<file path="src/rtl/mips_fetch_stage.sv">
// MIPS IF stage with IF/ID pipeline register: PC ownership, taken-BEQ redirect,
// wrong-path squash, hazard stall, and fetch/flush performance counters.
module mips_fetch_stage #(
  parameter int                     DATA_32_W = 32,
  parameter logic [DATA_32_W-1:0]   RESET_PC  = '0,
  parameter int                     PC_INC    = 4,
  parameter logic [DATA_32_W-1:0]   NOP_INSTR = '0
) (
  input  logic                  clk,
  input  logic                  rst,
  input  logic                  stall_if,
  input  logic                  BeqValid,
  input  logic                  flush_branch,
  input  logic [DATA_32_W-1:0]  branch_target,
  output logic [DATA_32_W-1:0]  imem_addr,
  input  logic [DATA_32_W-1:0]  imem_rdata,
  output logic [DATA_32_W-1:0]  if_id_instr,
  output logic [DATA_32_W-1:0]  if_id_pc4,
  output logic                  if_id_valid,
  output logic                  pc_misalign,
  output logic [31:0]           fetch_cnt,
  output logic [31:0]           flush_cnt
);

  localparam logic [DATA_32_W-1:0] PC_STEP = DATA_32_W'(PC_INC);

  typedef struct packed {
    logic [DATA_32_W-1:0] instr;
    logic [DATA_32_W-1:0] pc4;
    logic                 valid;
  } if_id_t;

  logic [DATA_32_W-1:0] pc_q;
  logic [DATA_32_W-1:0] pc_plus;
  if_id_t               if_id_q;

  assign pc_plus   = pc_q + PC_STEP;
  assign imem_addr = pc_q;

  // A stall freezes everything; the ID stage re-presents its branch decision later.
  always_ff @(posedge clk or posedge rst) begin
    if (rst) begin
      pc_q        <= RESET_PC;
      if_id_q     <= '{instr: NOP_INSTR, pc4: '0, valid: 1'b0};
      pc_misalign <= 1'b0;
      fetch_cnt   <= '0;
      flush_cnt   <= '0;
    end else if (!stall_if) begin
      if (BeqValid) begin
        pc_q <= {branch_target[DATA_32_W-1:2], 2'b00};
        if (|branch_target[1:0]) pc_misalign <= 1'b1;
      end else begin
        pc_q <= pc_plus;
      end
      if (flush_branch) begin
        if_id_q   <= '{instr: NOP_INSTR, pc4: '0, valid: 1'b0};
        flush_cnt <= flush_cnt + 32'd1;
      end else begin
        if_id_q   <= '{instr: imem_rdata, pc4: pc_plus, valid: 1'b1};
        fetch_cnt <= fetch_cnt + 32'd1;
      end
    end
  end

  assign if_id_instr = if_id_q.instr;
  assign if_id_pc4   = if_id_q.pc4;
  assign if_id_valid = if_id_q.valid;

endmodule

</file>
<file path="config.mk">
export PLATFORM = sky130hd
export DESIGN_NAME = mips_fetch_stage
export DESIGN_NICKNAME = d
export VERILOG_FILES = /design/src/rtl/mips_fetch_stage.sv
export SDC_FILE = /design/constraint.sdc
export NUM_CORES = 1
export LEC_CHECK = 0
export ABC_CLOCK_PERIOD_IN_PS = 6000
export CORE_ASPECT_RATIO = 1.2
export CORE_MARGIN = 1.5
export CORE_UTILIZATION = 47
export DETAILED_ROUTE_END_ITERATION = 12
export PLACE_DENSITY_LB_ADDON = 0.08
export SETUP_SLACK_MARGIN = 0.4
export SKIP_CTS_REPAIR_TIMING = 1
export SLEW_MARGIN = 20
export SYNTH_ARGS = -nofsm -noshare
export SYNTH_HDL_FRONTEND = slang
export SYNTH_SLANG_ARGS = --single-unit
</file>
<file path="constraint.sdc">
create_clock -name clk -period 6 [get_ports clk]
set_clock_uncertainty 0.05 [all_clocks]
set_input_delay 0.6 -clock clk [delete_from_list [all_inputs] [get_ports clk]]
set_output_delay 0.6 -clock clk [all_outputs]
set_load 0.005 [all_outputs]
</file>
==> results by group <==
Routing
  • Starting DRT DRC Count: 465
  • Avg WL per Cell: 17.3 µm
  • Routed wire length: 19200 µm
  • Vias per cell: 5.48
  • Vias: 6093
  • DRC: 0
  • Post-DRT Antenna Nets: 0
  • Drt pass-1 iters: 5

Global route
  • Initial antenna violation count: 0
  • Largest net degree at the start of global routing: 105
  • First-pass GRT wire length: 31200 µm
  • Total Routing Usage GR: 0.244
  • Number of global-route vias before repair: 6117
  • Remaining global-route overflow: 0

CTS
  • Clock transition at path regs: 0.06 ns
  • CTS tree: yes
  • CTS sink count: 159
  • Worst skew pair latency: 0.42 ns
  • TritonCTS Buffers: 17
  • Max clock buf depth: 2
  • Clock root buffer: clkbuf_16
  • CTS H-tree lvls: 4

Power
  • Total power: 2.92 mW
  • Pwr dens: 285 nW/µm²
  • Maximum vdd drop: 0.182 mV
  • Sw power: 0.775 mW
  • LEAKAGE: 4.21 nW
  • Gate power share: 0.185
  • Part of the power in registers: 0.451
  • Pint: 2.15 mW
  • Clk pwr share: 0.364
  • Sw Share: 0.265

Worst setup path
  • Worst-path cell chain: clkdlybuf4s50_1 -> and4b_1 -> nand2_1 -> nor4_1 -> nand4_1 -> xnor2_1
  • CP max-delay cell: nor4_1
  • Setup slack, reg-to-reg: 3.31 ns
  • CP Data Required Time: 6.26 ns
  • Critical R2R Launch: imem_addr[2]$_DFFE_PP0N_
  • Critical Path AT: 3.11 ns
  • Crit path capture type: flip-flop
  • CP Buf/Inv Count: 1
  • Crit start category: primary input
  • Worst Path Class, Setup: in2reg
  • Delay-heaviest family, CP: simple AND/OR/NAND/NOR gates
  • CP startpoint: flush_branch
  • Crit-path max FO: 10
  • Max incr delay on CP: 0.85 ns

Flow run
  • Max_cap viols: 0

Cells and area
  • Share of cells above drive strength 1: 0.0551
  • N_diodes: 0
  • P&R area growth vs syn: 40.8%
  • Fin nets: 967

Timing
  • Setup violators final: 0
  • RSZ-0062 raised after global routing: no
  • Max Transition Viols Final: 0
  • Final Cycle Share: 0.475
  • FMAX: 351 MHz
  • Fin Hold WS: 0.420 ns
  • Setup Total Neg Slack: 0 ns
  • Final worst slack: 3.15 ns
  • Final min period: 2.85 ns
  • Final Hold Viols: 0
  • Worst Tran Pin Value: 1.00 ns
  • Worst slew margin: 0.331

Logic synthesis
  • Largest area contributor in the netlist: dfrtp_1
  • Synth top area cells: dfrtp_1 55%, xnor2_1 8.0%, a22o_1 4.1%, nand2_1 3.9%, o21ai_0 2.9%
  • Yosys cell types: 47
  • EDFF count, synth: 0
  • Seq/Total Area, Yosys: 0.545
  • Mapped Cells: 687
  • Syn. warnings: 0
  • Mapped Avg Cell Area: 10.6 µm²
  • Asr flop ratio synth: 1.00
  • Yosys top cell area share: 0.545
  • Syn Std Cell Area: 7300 µm²
  • Number of synthesized register bits: 159
  • Main synth FF type: dfrtp_1

Floorplan
  • Starting Density: 0.484
  • Die Span Y: 139 µm
  • Die Area: 16300 µm²
  • Die Wd: 117 µm
  • Row cnt: 49
  • IO Pins: 231
  • Core area: 15100 µm²

Placed design
  • I/O Buffers: 228
  • HPWL Detailed: 13400 µm
  • Gpl congestion: 0.836
  • Place WS: 2.72 ns

Min path
  • HP Start: pc_misalign$_DFFE_PP0P_
  • Worst hold path class: reg2reg

Status
  • Status: finished clean
-- metrics by stage --
stage / cell area [µm²] / cells / util
global placement: 9690 / 1080 / 0.642
CTS: 10300 / 1111 / 0.681
global route: 10300 / 1111 / 0.681
floorplan: 7300 / 688 / -
detailed placement: 9690 / 1080 / 0.642
finish: 10300 / 1111 / 0.681
-- worst register-to-register path, delay by kind of cell (launching register included) --
family          cells  cell delay [ns]
simple gates        3             1.36
fa+ha+maj           1             0.32
flops               1             0.51
compound gates      1             0.34
-- state kept, by name, indices dropped and copies added, names as in the netlist --
signal and count:
imem_addr 30, fetch_cnt 32, if_id_pc4 31, if_id_instr 32, if_id_valid 1, flush_cnt 32, pc_misalign 1
-- metal layers --
metal	GRT usage	vias up	share of wire
met2	0.401	194	0.50
met1	0.303	3007	0.41
li1	-	2856	-
met5	0	-	0
met4	0.0799	0	0.020
met3	0.0784	36	0.073
-- cell usage after synthesis (4+ instances only) --
cell / instances
o311ai_0: 6
nor2_1: 30
clkbuf_1: 35
xor2_1: 23
nor3_1: 14
nand2_1: 76
and4_1: 10
and2_1: 6
nand4_1: 24
nand3_1: 36
inv_1: 6
a22o_1: 34
a21oi_1: 5
or4_1: 7
nor2b_1: 4
o21ai_0: 43
o31ai_1: 4
nand2b_1: 5
dfrtp_1: 159
xnor2_1: 67
nand3b_1: 12
nor4_1: 5
or3_1: 5
and3_1: 12
a22oi_1: 21
-- cells in the final DEF (no fill, tap or decap), types with 12 or more instances in the layout --
| master | count |
|---|---|
| a22oi_1 | 21 |
| nor3_1 | 14 |
| o21ai_0 | 43 |
| nand4_1 | 24 |
| dfrtp_1 | 159 |
| nand2_1 | 76 |
| xnor2_1 | 67 |
| nand3_1 | 36 |
| and3_1 | 12 |
| clkbuf_16 | 17 |
| clkdlybuf4s50_1 | 226 |
| a22o_1 | 34 |
| xor2_1 | 23 |
| nor2_1 | 29 |
| nand3b_1 | 12 |
-- power by group through the flow --
stage | sequential, mW | combinational, mW | clock, mW
floorplan | 1.31 | 0.224 | 0
global placement | 1.33 | 0.529 | 0
detailed placement | 1.33 | 0.544 | 0
CTS | 1.32 | 0.547 | 1.08
global route | 1.34 | 0.591 | 1.13
finish | 1.32 | 0.541 | 1.07
-- cell type report --
cell class	count	area (µm²)
clock buffer	21	470
clock inverter	10	113
fill	1238	4810
inverter	6	27.5
multi-input combinational	479	3120
sequential	159	3980
tap	204	255
timing repair buffer	232	2300
-- cell families (layout without fill, tap and decap cells) --
kind of cell	Yosys count	in the layout	synth area share
and+or+nand+nor	257	257	0.189
DFF	159	159	0.545
AOI/OAI and AO/OA	123	123	0.118
xor gates and xnor gates	90	90	0.108
buffers and inverters	50	269	0.0278
muxes	4	4	0.00583
adders and majority gates	3	3	0.00515
other	1	2	0.000514
-- path summary, 6_finish.rpt --
| kind | end | cells past startpoint |
|---|---|---|
| worst max-delay path | flush_cnt[25]$_DFFE_PP0P_ | 6 |
| worst min-delay path | pc_misalign$_DFFE_PP0P_ | 1 |
| worst max register to register | imem_addr[26]$_DFFE_PP0N_ | 5 |
| worst min register to register | pc_misalign$_DFFE_PP0P_ | 1 |
| max in group asynchronous | if_id_pc4[5]$_DFFE_PP0N_ | 3 |
| min in group asynchronous | fetch_cnt[26]$_DFFE_PP0P_ | 2 |
Note: power is estimated with default switching activity, not from simulation.
==> RTL edit 1 (same settings) <==
Register the output `flush_cnt` once more; this adds one clock of latency there. The other outputs are not delayed to match.
--- a/src/rtl/mips_fetch_stage.sv
+++ b/src/rtl/mips_fetch_stage.sv
@@ -30,6 +30,8 @@
     logic                 valid;
   } if_id_t;
 
+  logic [31:0] flush_cnt_s0;
+
   logic [DATA_32_W-1:0] pc_q;
   logic [DATA_32_W-1:0] pc_plus;
   if_id_t               if_id_q;
@@ -44,7 +46,7 @@
       if_id_q     <= '{instr: NOP_INSTR, pc4: '0, valid: 1'b0};
       pc_misalign <= 1'b0;
       fetch_cnt   <= '0;
-      flush_cnt   <= '0;
+      flush_cnt_s0 <= '0;
     end else if (!stall_if) begin
       if (BeqValid) begin
         pc_q <= {branch_target[DATA_32_W-1:2], 2'b00};
@@ -54,7 +56,7 @@
       end
       if (flush_branch) begin
         if_id_q   <= '{instr: NOP_INSTR, pc4: '0, valid: 1'b0};
-        flush_cnt <= flush_cnt + 32'd1;
+        flush_cnt_s0 <= flush_cnt_s0 + 32'd1;
       end else begin
         if_id_q   <= '{instr: imem_rdata, pc4: pc_plus, valid: 1'b1};
         fetch_cnt <= fetch_cnt + 32'd1;
@@ -66,5 +68,9 @@
   assign if_id_pc4   = if_id_q.pc4;
   assign if_id_valid = if_id_q.valid;
 
+  always_ff @(posedge clk) begin
+    flush_cnt <= flush_cnt_s0;
+  end
+
 endmodule
 
Behaviour: not the same (Yosys sat finds a counterexample within 4 cycles, from zero or initial values and one cycle with rst high).
==> RTL edit 1 against the unedited design <==
- synthesized area up 8.4%
- highest routed layer unchanged
- global-route usage shrank 1.1 points
- setup slack better by 0.076 ns
- critical path depth unchanged
- total power up 12%
- sequential cell count rose by 32
- final area increased by 6.7%
- routed wire length up 2.7%
- sequential power grew 18%
- die area increased by 8.2%
==> RTL edit 1: results (changes against the unedited design) <==
fraction of layout cells with a size suffix above 1=6.374% (was 5.513%); final core utilization=67.11% (was 68.09%); Slew @ Worst Pin=0.9278 ns (was 1.003 ns); Routed Wire Length=19740 um (was 19230 um); nets=969 (was 967); min-delay worst type=register to register (unchanged); first-pass GRT wire length=32710 um (was 31190 um); number of global-route vias before repair=6240 (was 6117); Iter 0 DRT Violations=364 (was 465); CP max stage cell=clkdlybuf4s50_1 (was nor4_1); Area contributors post-synth=dfrtp_1 (50%), dfxtp_1 (8.1%), xnor2_1 (7.1%) (was dfrtp_1 (55%), xnor2_1 (8.0%), a22o_1 (4.1%)); outcome=complete, no violations (unchanged); total global-route track usage=23.28% (was 24.39%); largest net degree at the start of global routing=103 (was 105); sequential share of the synthesized area=58.44% (was 54.54%); crit-path max cell delay=0.67 ns (was 0.85 ns); pre-CTS setup slack=2.828 ns (was 2.720 ns); post-synthesis cell type count=56 (was 47); asr flop ratio synth=83.25% (was 100.0%); Post-synth top cells=dfrtp_1 (159), xnor2_1 (64), a22o_1 (58), nand2_1 (44), nand3_1 (44) (was dfrtp_1 (159), nand2_1 (76), xnor2_1 (67), o21ai_0 (43), nand3_1 (36)); H-tree Lvls=4 (unchanged); Pleak=4.665 nW (was 4.208 nW); gpl congestion=0.8137 (was 0.8359); Cell Area, Placed=10350 um2 (was 9687 um2); 1st-pass router iterations=5 (unchanged); Worst EP arrival=3.05 ns (was 3.11 ns); Post-DP HPWL=13730 um (was 13390 um); TritonCTS Buffers=17 (unchanged); Peak VDD IR=176.8 uV (was 182.1 uV); initial antenna violation count=0 (unchanged); Syn. warnings=0 (unchanged); detailed-route via count=6064 (was 6093); CP Max Fanout=7 (was 10); Sw Share=28.20% (was 26.51%)
[RTL edit 1: changes by cell type after synthesis, sizes merged, moves of 3 or more]
cell | unedited run | this run
dfxtp | 0 | 32
o21ai | 45 | 20
nand3 | 36 | 45
and3 | 12 | 16
nand3b | 12 | 1
xor2 | 23 | 26
clkbuf | 35 | 27
or4 | 9 | 1
mux2i | 2 | 6
inv | 6 | 9
xnor2 | 67 | 64
a22o | 34 | 58
nand2 | 76 | 45
or3 | 6 | 2
[RTL edit 1: cell type report]
cell class	count	area, um2
Fill cell	1290	5373
Sequential cell	191	4619
Multi-Input combinational cell	445	3108
Timing Repair Buffer	233	2317
Clock buffer	18	450.4
Tap cell	212	265.3
Clock inverter	14	163.9
Inverter	9	38.79
[RTL edit 1: final timing paths]
path | startpoint | end | slack, ns | cells after the start
max in group asynchronous | rst | flush_cnt_s0[30] | 3.91 | 3
min in group asynchronous | rst | if_id_instr[13] | 0.71 | 2
min reg2reg | flush_cnt_s0[28] | flush_cnt[28] | 0.36 | 0
max reg2reg | imem_addr[2] | if_id_pc4[20] | 3.52 | 6
min | flush_cnt_s0[28] | flush_cnt[28] | 0.36 | 0
max | flush_branch | flush_cnt_s0[31] | 3.23 | 6
[RTL edit 1: metrics by stage]
step | instances | hold WS, ns
after floorplan | 681 | 0.3164
after global placement | 1090 | 0.3398
after global routing | 1122 | 0.3765
after detailed placement | 1090 | 0.3500
after CTS | 1122 | 0.3634
final | 1122 | 0.3599
[RTL edit 1: layer usage]
| metal | global-route usage, % | up-vias | share of wire [%] |
|---|---|---|---|
| li1 | - | 2883 | - |
| met1 | 29.19 | 2968 | 41 |
| met2 | 38.79 | 192 | 51 |
| met3 | 6.447 | 21 | 6.8 |
| met4 | 7.412 | 0 | 1.6 |
| met5 | 0 | - | 0 |
[RTL edit 1: logic make-up (layout without fill, tap and decap cells)]
logic type | after synthesis | after routing | share of synthesized area [%]
fa+ha+maj | 3 | 3 | 0.4749
xor+xnor | 90 | 90 | 9.972
other cells | 1 | 2 | 0.04744
flops | 191 | 191 | 58.44
compound gates | 124 | 124 | 12.09
simple gates | 217 | 217 | 15.40
buf+inv | 45 | 274 | 2.390
mux | 9 | 9 | 1.187
[RTL edit 1: power groups by stage]
stage               logic [mW]  clock network, mW  registers, mW
finish                   0.563               1.14           1.56
global route             0.611               1.22           1.59
CTS                      0.572               1.17           1.56
detailed placement       0.569                  0           1.59
global placement         0.556                  0           1.58
floorplan                0.231                  0           1.56
==> RTL edit 2 (same flow settings) <==
Without the edit above. `DATA_32_W`: 32 -> 28.
--- a/src/rtl/mips_fetch_stage.sv
+++ b/src/rtl/mips_fetch_stage.sv
@@ -1,7 +1,7 @@
 // MIPS IF stage with IF/ID pipeline register: PC ownership, taken-BEQ redirect,
 // wrong-path squash, hazard stall, and fetch/flush performance counters.
 module mips_fetch_stage #(
-  parameter int                     DATA_32_W = 32,
+  parameter int                     DATA_32_W = 28,
   parameter logic [DATA_32_W-1:0]   RESET_PC  = '0,
   parameter int                     PC_INC    = 4,
   parameter logic [DATA_32_W-1:0]   NOP_INSTR = '0
Interface: changed (5 resized); port bits go from 231 to 211. No check against the original RTL was run, so the function may have changed too.
==> RTL edit 2 against the unedited design <==
- global-route usage hardly changed
- routed wire length is 1.1% higher
- final area is 3.5% lower
- total power is 1.5% lower
- setup slack better by 0.11 ns
- synthesized area is 2.6% lower
- critical path depth is 1 lower
- die area is 2.5% lower
- clock power is 6% higher
- sequential cell count is 12 lower
- sequential power is 6% lower
- register-to-register slack better by 0.20 ns
- critical path type unchanged
- critical endpoint is now flush_cnt[30]
- largest cell class unchanged
- highest routed layer unchanged
==> RTL edit 2: results (changes against the unedited design) <==
Syn. warnings=0 (unchanged); design area=9913 um2 (was 10270 um2); min-delay worst type=register to register (unchanged); R2R depth=5 (unchanged); CP max stage cell=clkdlybuf4s50_1 (was nor4_1); Hold Path Stages=1 (unchanged); fill count=1173 (was 1238); port bufs=208 (was 228); initial antenna violation count=0 (unchanged); crit path from=flush_branch (unchanged); CTS Buffer Depth=2 (unchanged); gpl congestion=0.8843 (was 0.8359); number of global-route vias before repair=5877 (was 6117); 1st-pass router iterations=5 (unchanged); Post-synth top cells=dfrtp_1 (147), nand2_1 (52), nand3_1 (52), xnor2_1 (52), nand4_1 (41) (was dfrtp_1 (159), nand2_1 (76), xnor2_1 (67), o21ai_0 (43), nand3_1 (36)); Slew @ Worst Pin=0.9056 ns (was 1.003 ns); vias per cell=5.727 (was 5.484); # diodes=0 (unchanged); Worst Hold Endpoint=fetch_cnt[31] (was pc_misalign); hold path start=fetch_cnt[31] (was pc_misalign); first-pass GRT wire length=30500 um (was 31190 um); Post-Synthesis Cells=689 (was 687); fraction of layout cells with a size suffix above 1=6.229% (was 5.513%); detailed-route via count=6225 (was 6093); Post-synth top flop=dfrtp_1 (unchanged); flop-to-flop setup slack=3.51 ns (was 3.31 ns); Clock Tree Root=clkbuf_16 (unchanged); CP Max Fanout=13 (was 10); Routed Wire Length=19440 um (was 19230 um); crit-path max cell delay=0.87 ns (was 0.85 ns); nets=934 (was 967); CP endpoint=flush_cnt[30] (was flush_cnt[25]); asr flop ratio synth=100.0% (unchanged); Post-DP HPWL=13220 um (was 13390 um); TritonCTS Buffers=17 (unchanged); Placed Cells=1054 (was 1080); outcome=complete, no violations (unchanged); R2R Path Start=imem_addr[2] (unchanged); Skew-Pair Late Insertion Delay=0.42 ns (about the same); largest net degree at the start of global routing=98 (was 105); FF-to-FF End=imem_addr[22] (was imem_addr[26]); total global-route track usage=24.41% (was 24.39%); delay-heaviest family, CP=simple AND/OR/NAND/NOR gates (unchanged); post-synthesis cell type count=58 (was 47); H-tree Lvls=4 (unchanged); sequential share of the synthesized area=51.76% (was 54.54%); Peak VDD IR=183.9 uV (was 182.1 uV); Pleak=4.067 nW (was 4.208 nW); Worst EP arrival=2.99 ns (was 3.11 ns); Iter 0 DRT Violations=620 (was 465); Cell Area, Placed=9260 um2 (was 9687 um2); Reg clk slew, reported paths=0.06 ns (about the same); Area contributors post-synth=dfrtp_1 (52%), xnor2_1 (6.4%), nand3_1 (3.7%) (was dfrtp_1 (55%), xnor2_1 (8.0%), a22o_1 (4.1%))
[RTL edit 2: stage by stage]
stage	worst slack (ns)	hold slack (ns)
floorplan	1.399	0.4090
global placement	3.088	0.4080
detailed placement	2.834	0.4134
CTS	3.281	0.4239
global route	3.173	0.4325
finish	3.260	0.4169
[RTL edit 2: worst register-to-register path: cells and delay by family, from the launching register on]
kind                       cells  cell delay, ns
AOI/OAI and AO/OA              1            0.27
adders and majority gates      1            0.31
DFF                            1            0.45
and+or+nand+nor                3            1.30
[RTL edit 2: layout make-up]
class / count / share of cell area [%]
Sequential cell: 147 / 37.11
Multi-Input combinational cell: 473 / 31.77
Timing Repair Buffer: 214 / 21.56
Clock buffer: 19 / 4.468
Tap cell: 204 / 2.575
Clock inverter: 13 / 1.830
Inverter: 17 / 0.6942
[RTL edit 2: cell families (layout without fill, tap and decap cells)]
| kind of cell | Yosys count | after routing | synth area share, % |
|---|---|---|---|
| compound gates | 128 | 128 | 13.56 |
| xor+xnor | 74 | 74 | 9.120 |
| fa+ha+maj | 3 | 3 | 0.5282 |
| buf+inv | 70 | 263 | 4.208 |
| flops | 147 | 147 | 51.76 |
| mux | 3 | 3 | 0.4577 |
| other cells | 1 | 2 | 0.05277 |
| simple gates | 263 | 263 | 20.32 |
[RTL edit 2: routing by layer]
metal / track usage (%) / part of all wire [%] / vias to the layer above
met5: 0 / 0 / -
met4: 8.916 / 1.5 / 0
met3: 5.587 / 6.6 / 24
met2: 39.81 / 50 / 271
met1: 31.86 / 42 / 3041
li1: - / - / 2889
[RTL edit 2: report_power, final]
group	internal (mW)	leakage (nW)	switching, mW	total (mW)
registers	1.09	1.90	0.145	1.24
clock network	0.705	0.291	0.423	1.13
logic	0.306	1.87	0.207	0.513
total	2.10	4.07	0.775	2.88
